==> src/rtl/digit_serial_multiplier_if.sv <==
// Operand/result handshake bundle for the digit-serial multiplier.
// The master issues start with operands; the slave returns busy/done/product.
interface digit_serial_multiplier_if #(
    parameter int WIDTH = 8
);
    logic                 start;
    logic                 signed_mode;
    logic [WIDTH-1:0]     in_a;
    logic [WIDTH-1:0]     in_b;
    logic                 busy;
    logic                 done;
    logic [2*WIDTH-1:0]   out_data;

    modport master (
        output start, signed_mode, in_a, in_b,
        input  busy, done, out_data
    );

    modport slave (
        input  start, signed_mode, in_a, in_b,
        output busy, done, out_data
    );
endinterface

==> src/rtl/digit_serial_multiplier.sv <==
// Multi-cycle WIDTH x WIDTH multiplier consuming DIGIT bits of the multiplier
// per cycle. Signed operation multiplies magnitudes and negates the result.
//
// state     | meaning
// ----------+-------------------------------------------------------------
// S_IDLE    | waiting for start; last product held on out_data
// S_COMPUTE | one partial product per edge, NDIG edges in total
// S_FINISH  | apply sign, publish product, pulse done
module digit_serial_multiplier #(
    parameter int WIDTH = 8,
    parameter int DIGIT = 4
) (
    input  logic clk,
    input  logic rst,
    digit_serial_multiplier_if.slave bus
);
    localparam int NDIG  = WIDTH / DIGIT;
    localparam int CNT_W = (NDIG > 1) ? $clog2(NDIG) : 1;
    localparam logic [CNT_W-1:0] CNT_LAST = CNT_W'(NDIG - 1);

    typedef enum logic [1:0] {
        S_IDLE    = 2'd0,
        S_COMPUTE = 2'd1,
        S_FINISH  = 2'd2
    } state_t;

    state_t               state_q;
    logic [2*WIDTH-1:0]   a_sh_q;
    logic [WIDTH-1:0]     b_sh_q;
    logic                 neg_q;
    logic [2*WIDTH-1:0]   acc_q;
    logic [2*WIDTH-1:0]   out_q;
    logic [CNT_W-1:0]     cnt_q;
    logic                 busy_q;
    logic                 done_q;

    logic [WIDTH-1:0]     a_abs_d;
    logic [WIDTH-1:0]     b_abs_d;
    logic                 neg_d;
    logic [2*WIDTH-1:0]   pp_d;

    // Operand magnitudes at capture, and the current shifted partial product.
    // The multiplicand is kept pre-shifted and the multiplier pre-shifted down,
    // so pp_d equals a_mag * b_mag[cnt*DIGIT +: DIGIT] << (cnt*DIGIT) without
    // variable indexing. |min| = 2^(WIDTH-1) fits the unsigned WIDTH-bit field.
    always_comb begin
        a_abs_d = bus.in_a;
        b_abs_d = bus.in_b;
        if (bus.signed_mode && bus.in_a[WIDTH-1]) a_abs_d = ~bus.in_a + WIDTH'(1);
        if (bus.signed_mode && bus.in_b[WIDTH-1]) b_abs_d = ~bus.in_b + WIDTH'(1);
        neg_d = bus.signed_mode & (bus.in_a[WIDTH-1] ^ bus.in_b[WIDTH-1]);
        pp_d  = a_sh_q * {{(2*WIDTH-DIGIT){1'b0}}, b_sh_q[DIGIT-1:0]};
    end

    // Sequencer and datapath registers; all outputs come straight from flops.
    always_ff @(posedge clk or posedge rst) begin
        if (rst) begin
            state_q <= S_IDLE;
            a_sh_q  <= '0;
            b_sh_q  <= '0;
            neg_q   <= 1'b0;
            acc_q   <= '0;
            out_q   <= '0;
            cnt_q   <= '0;
            busy_q  <= 1'b0;
            done_q  <= 1'b0;
        end else begin
            case (state_q)
                S_IDLE: begin
                    done_q <= 1'b0;
                    if (bus.start) begin
                        a_sh_q  <= {{WIDTH{1'b0}}, a_abs_d};
                        b_sh_q  <= b_abs_d;
                        neg_q   <= neg_d;
                        acc_q   <= '0;
                        cnt_q   <= '0;
                        busy_q  <= 1'b1;
                        state_q <= S_COMPUTE;
                    end
                end
                S_COMPUTE: begin
                    acc_q  <= acc_q + pp_d;
                    a_sh_q <= a_sh_q << DIGIT;
                    b_sh_q <= b_sh_q >> DIGIT;
                    cnt_q  <= cnt_q + CNT_W'(1);
                    if (cnt_q == CNT_LAST) state_q <= S_FINISH;
                end
                S_FINISH: begin
                    out_q   <= neg_q ? (~acc_q + (2*WIDTH)'(1)) : acc_q;
                    done_q  <= 1'b1;
                    busy_q  <= 1'b0;
                    state_q <= S_IDLE;
                end
                default: begin
                    state_q <= S_IDLE;
                    busy_q  <= 1'b0;
                    done_q  <= 1'b0;
                end
            endcase
        end
    end

    assign bus.busy     = busy_q;
    assign bus.done     = done_q;
    assign bus.out_data = out_q;
endmodule

==> src/flat_wrapper.sv <==
// flat-port wrapper written by rule: the top's interface ports become plain ports
module digit_serial_multiplier_flat 
#(
    parameter int WIDTH = 8,
    parameter int DIGIT = 4
)
  (clk, rst, bus_start, bus_signed_mode, bus_in_a, bus_in_b, bus_busy, bus_done, bus_out_data);
  digit_serial_multiplier_if #(.WIDTH(WIDTH)) bus_i ();
  input  logic clk;
  input  logic rst;
  input wire logic [$bits(bus_i.start)-1:0] bus_start;
  input wire logic [$bits(bus_i.signed_mode)-1:0] bus_signed_mode;
  input wire logic [$bits(bus_i.in_a)-1:0] bus_in_a;
  input wire logic [$bits(bus_i.in_b)-1:0] bus_in_b;
  output wire logic [$bits(bus_i.busy)-1:0] bus_busy;
  output wire logic [$bits(bus_i.done)-1:0] bus_done;
  output wire logic [$bits(bus_i.out_data)-1:0] bus_out_data;
  assign bus_i.start = bus_start;
  assign bus_i.signed_mode = bus_signed_mode;
  assign bus_i.in_a = bus_in_a;
  assign bus_i.in_b = bus_in_b;
  assign bus_busy = bus_i.busy;
  assign bus_done = bus_i.done;
  assign bus_out_data = bus_i.out_data;
  digit_serial_multiplier #(.WIDTH(WIDTH), .DIGIT(DIGIT)) u_core (.clk(clk), .rst(rst), .bus(bus_i));
endmodule
==> config.mk <==
export PLATFORM = sky130hd
export DESIGN_NAME = digit_serial_multiplier_flat
export DESIGN_NICKNAME = d
export VERILOG_FILES = /design/src/rtl/digit_serial_multiplier_if.sv /design/src/rtl/digit_serial_multiplier.sv /design/src/flat_wrapper.sv
export SDC_FILE = /design/constraint.sdc
export NUM_CORES = 1
export LEC_CHECK = 0
export CORE_ASPECT_RATIO = 1.4
export CORE_MARGIN = 2
export CORE_UTILIZATION = 40
export DETAILED_ROUTE_END_ITERATION = 10
export GPL_TIMING_DRIVEN = 0
export MAX_ROUTING_LAYER = met4
export SLEW_MARGIN = 5
export SYNTH_ARGS = -nofsm -noshare
export SYNTH_HDL_FRONTEND = slang
export SYNTH_SLANG_ARGS = --single-unit
==> constraint.sdc <==
create_clock -name clk -period 9.95 [get_ports clk]
set_input_delay 0.995 -clock clk [delete_from_list [all_inputs] [get_ports clk]]
set_output_delay 0.995 -clock clk [all_outputs]
set_load 0.02 [all_outputs]
==> metrics list <==
- Run status: finished, final reports clean
- Pin count of the biggest net entering global routing: 35
- After layout, the worst setup slack is 5.55 ns.
- Post-synthesis average cell area: 9.09 um2
- Of the available clock period, the critical path in the final layout requires ~44%.
- I/O pins: 38
* Synth async-reset ratio: 100%
* Count of placed standard cells including taps: around 740
* Net count of the finished layout: about 680
- TritonCTS clock tree: done
- Summing all multi-input logic gate instances after layout gives approximately 3000 um2.
- Die H: 136 um
- Instance area at placement: approximately 5600 um2
- Wire length per cell: ~15 um
- Wire length of the first global-routing pass: 19.1 mm
* Post-CTS sizing: 0
* Area growth, synth to finish: 18.4%
- Met1 track demand over resource: 20.4%
* CP Capture Type: flip-flop
- Before antenna repair, the detailed router went through 6 iterations.
- Power spread over the standard cell area amounts to approximately 380 nW/um2.
- Summing the sequential cell areas from Yosys gives a little under a third of the chip area.
* Cell taking the most area after synthesis: dfrtp_1
- Global routing used 34.7% of the available met2 tracks.
- Setup violations remaining at the end of the flow were counted as 0.
* Sum of negative setup slack: 0 ns
* Yosys cell types: 51
* Leakage power: approximately 2.7 nW
- Antenna violations before repair: 0
- For the worst setup path, the data arrival time is approximately 4.6 ns.
- 0 antenna diodes ended up in the layout.
- For the finished layout, the period the worst path requires is between 4 and 5 ns.
* Antenna-violating nets left: 0
- Congestion Overflow GR: 0
- The number of global-route vias before repair came to around 4000.
* Transition at the pin with the smallest max-transition slack: ~0.66 ns
- Filler cell count in the final layout: 1228
* Worst voltage drop across the vdd grid: 0.146 mV
- The number of endpoints with negative hold slack in the final report was 0.
- At the end of routability-driven placement, the weighted congestion stood at between 0.9 and 1.
- Worst-case setup slack after placement: ~5.6 ns
* Post-CTS setup-driven buffer insertion count: 0
* Vias after detailed routing: around 3800
- The floorplan step defined a core boundary enclosing 12300 um2.
- Die area: 13400 um2
- CTS placed an instance of clkbuf_16 at the clock tree root.
- Number of instances in the synthesized netlist: between 500 and 600
* Detailed Route Iter0 Violations: 75
- Horizontal die dimension: about 100 um
- The clock tree synthesis step divided the H-tree into 3 levels.
- inv_1 is the most common cell in the netlist.
- CP required: just over 10 ns
- Clock buffer count from CTS: 9
* Post-layout utilization of the core: about half
* Maximum clock skew at final layout: ~0.0035 ns
- Measured against its own limit, the worst slew margin works out to ~56%.
- Top cell type's share of synthesized area: 31.2%
- Post-synthesis net count: 627
- Number of synthesis warnings: 0
* Post-synth EDFFs: 0
- The path class of the tightest hold or removal check is reg -> reg.
- Biggest fanout along the worst timing path: 10
* Kind of start point of the critical path: flip-flop
- After detailed routing, the number of remaining DRC violations is 0.
- Largest cells by area after synthesis: dfrtp_1, fa_1, and2_1
- CTS sink count: 62
- met2 is the most crowded layer.
* Peak clock frequency supported by timing: 0.227 GHz
- Cells with a size suffix above 1 make up 5.82% of the layout.
- Sorting the synthesized cells by how often they occur yields inv_1, nand2_1, dfrtp_1.
* Via-per-instance ratio: slightly above 5
- After clock tree synthesis, the clock-pin slew on the worst setup and hold paths is 0.05 ns.
- Summed over all layers, the routed wires come to 11.4 mm.
* HPWL Detailed: 9.35 mm
- The finished cells cover 5890 um2.
* Crit Path Class: reg -> reg
* Unrepaired setup endpoints after global routing: no
* Max-cap viol count: 0
* Number of max-slew violations in the final report: 0
- Global-route total usage across every layer: a little under a fifth
- In this run, post-CTS hold repair placed 0 buffers.
- Combined area of all synthesized cells: between 4000 and 5000 um2
- For this run, the leading register cell type out of synthesis is dfrtp_1.
* Placement row count: 48
- Count of placed standard cells in the final layout, fillers left out: around 750
- Input/output buffers: 37
* Clock latency at the later pin of the worst-skew pair: 0.33 ns
- Registers take 1550 um2.
- The clock passes through at most 2 buffers.
* Number of synthesized register bits: 62
- The initial utilization of the core area, before any placement, comes to between 40% and 50%.
- In the global route stage, met3 resource usage came out at roughly 2.6%.
[registers in the layout, indices dropped and copies added (netlist names)]
register and count:
u_core.neg_q 1, u_core.b_sh_q 8, u_core.state_q 2, u_core.acc_q 16
u_core.bus.out_data 16, u_core.bus.busy 1, u_core.bus.done 1, u_core.a_sh_q 16
u_core.cnt_q 1
[where the power goes]
group	internal, mW	switching [mW]	leakage (nW)
sequential	0.363	0.120	0.803
clock	0.239	0.107	0.166
combinational	0.603	0.826	1.73
total	1.21	1.05	2.70
[metal layers]
metal / routed length [um] / vias to the layer above
li1: - / 1897
met1: 4490 / 1824
met2: 6260 / 97
met3: 412 / 20
met4: 227 / 0
met5: 0 / -
[metrics by stage]
step,power (mW),hold slack (ns)
2_1_floorplan,1.56,0.450
3_3_place_gp,1.87,0.459
3_5_place_dp,1.92,0.475
4_1_cts,2.28,0.486
5_1_grt,2.49,0.508
6_report,2.26,0.475
[path summary, 6_finish.rpt]
| path | startpoint | to | slack (ns) | cells after the start |
|---|---|---|---|---|
| max reg2reg | u_core.b_sh_q[3]$_DFFE_PP0P_ | u_core.acc_q[11]$_DFFE_PP0P_ | 5.55 | 14 |
| min | u_core.bus.out_data[1]$_DFFE_PP0P_ | u_core.bus.out_data[1]$_DFFE_PP0P_ | 0.48 | 2 |
| min in group asynchronous | rst | u_core.a_sh_q[0]$_DFFE_PP0P_ | 1.07 | 2 |
| max | u_core.b_sh_q[3]$_DFFE_PP0P_ | u_core.acc_q[11]$_DFFE_PP0P_ | 5.55 | 14 |
| max in group asynchronous | rst | u_core.acc_q[13]$_DFFE_PP0P_ | 8.28 | 3 |
| min reg2reg | u_core.bus.out_data[1]$_DFFE_PP0P_ | u_core.bus.out_data[1]$_DFFE_PP0P_ | 0.48 | 2 |
[worst max-delay path, cell delays in order, from the launching register on]
cell and delay, ns:
dfrtp_1 0.48, clkbuf_1 0.36, and2_1 0.22, fa_1 0.44, fa_1 0.58, inv_1 0.06, fa_1 0.49, inv_1 0.04
ha_1 0.37, a21o_1 0.22, a21oi_2 0.25, a21boi_1 0.16, a221oi_1 0.35, xor2_1 0.18, o21ai_1 0.07
[cells by family after synthesis]
family / after synthesis / share of synthesized area (%)
and+or+nand+nor: 162 / 16.9
AOI/OAI and AO/OA: 120 / 15.5
buffers and inverters: 97 / 7.35
DFF: 62 / 31.2
adders and majority gates: 60 / 20.8
xor gates and xnor gates: 44 / 7.75
muxes: 2 / 0.403
[layout by cell type (no fill, tap or decap), types with 8 or more instances in the layout]
| cell type | instances |
|---|---|
| and2_1 | 49 |
| xor2_1 | 11 |
| a22o_1 | 10 |
| o21ai_0 | 16 |
| dfrtp_1 | 62 |
| ha_1 | 22 |
| inv_1 | 73 |
| clkbuf_16 | 9 |
| nor2_1 | 16 |
| clkbuf_1 | 15 |
| o21ai_1 | 33 |
| xnor2_1 | 33 |
| fa_1 | 38 |
| a21oi_1 | 20 |
| clkdlybuf4s50_1 | 37 |
| o22ai_1 | 8 |
| nand2_1 | 66 |
[cell type report]
class | count | area share, %
multi-input cells | 388 | 51.9
flip-flops and latches | 62 | 26.4
repair buffers | 38 | 6.63
inverters | 81 | 5.19
clock buffers | 13 | 4.59
well taps | 150 | 3.19
clock inverters | 3 | 1.11
plain buffers | 16 | 1.02
Note: power is estimated with default switching activity, not from simulation.
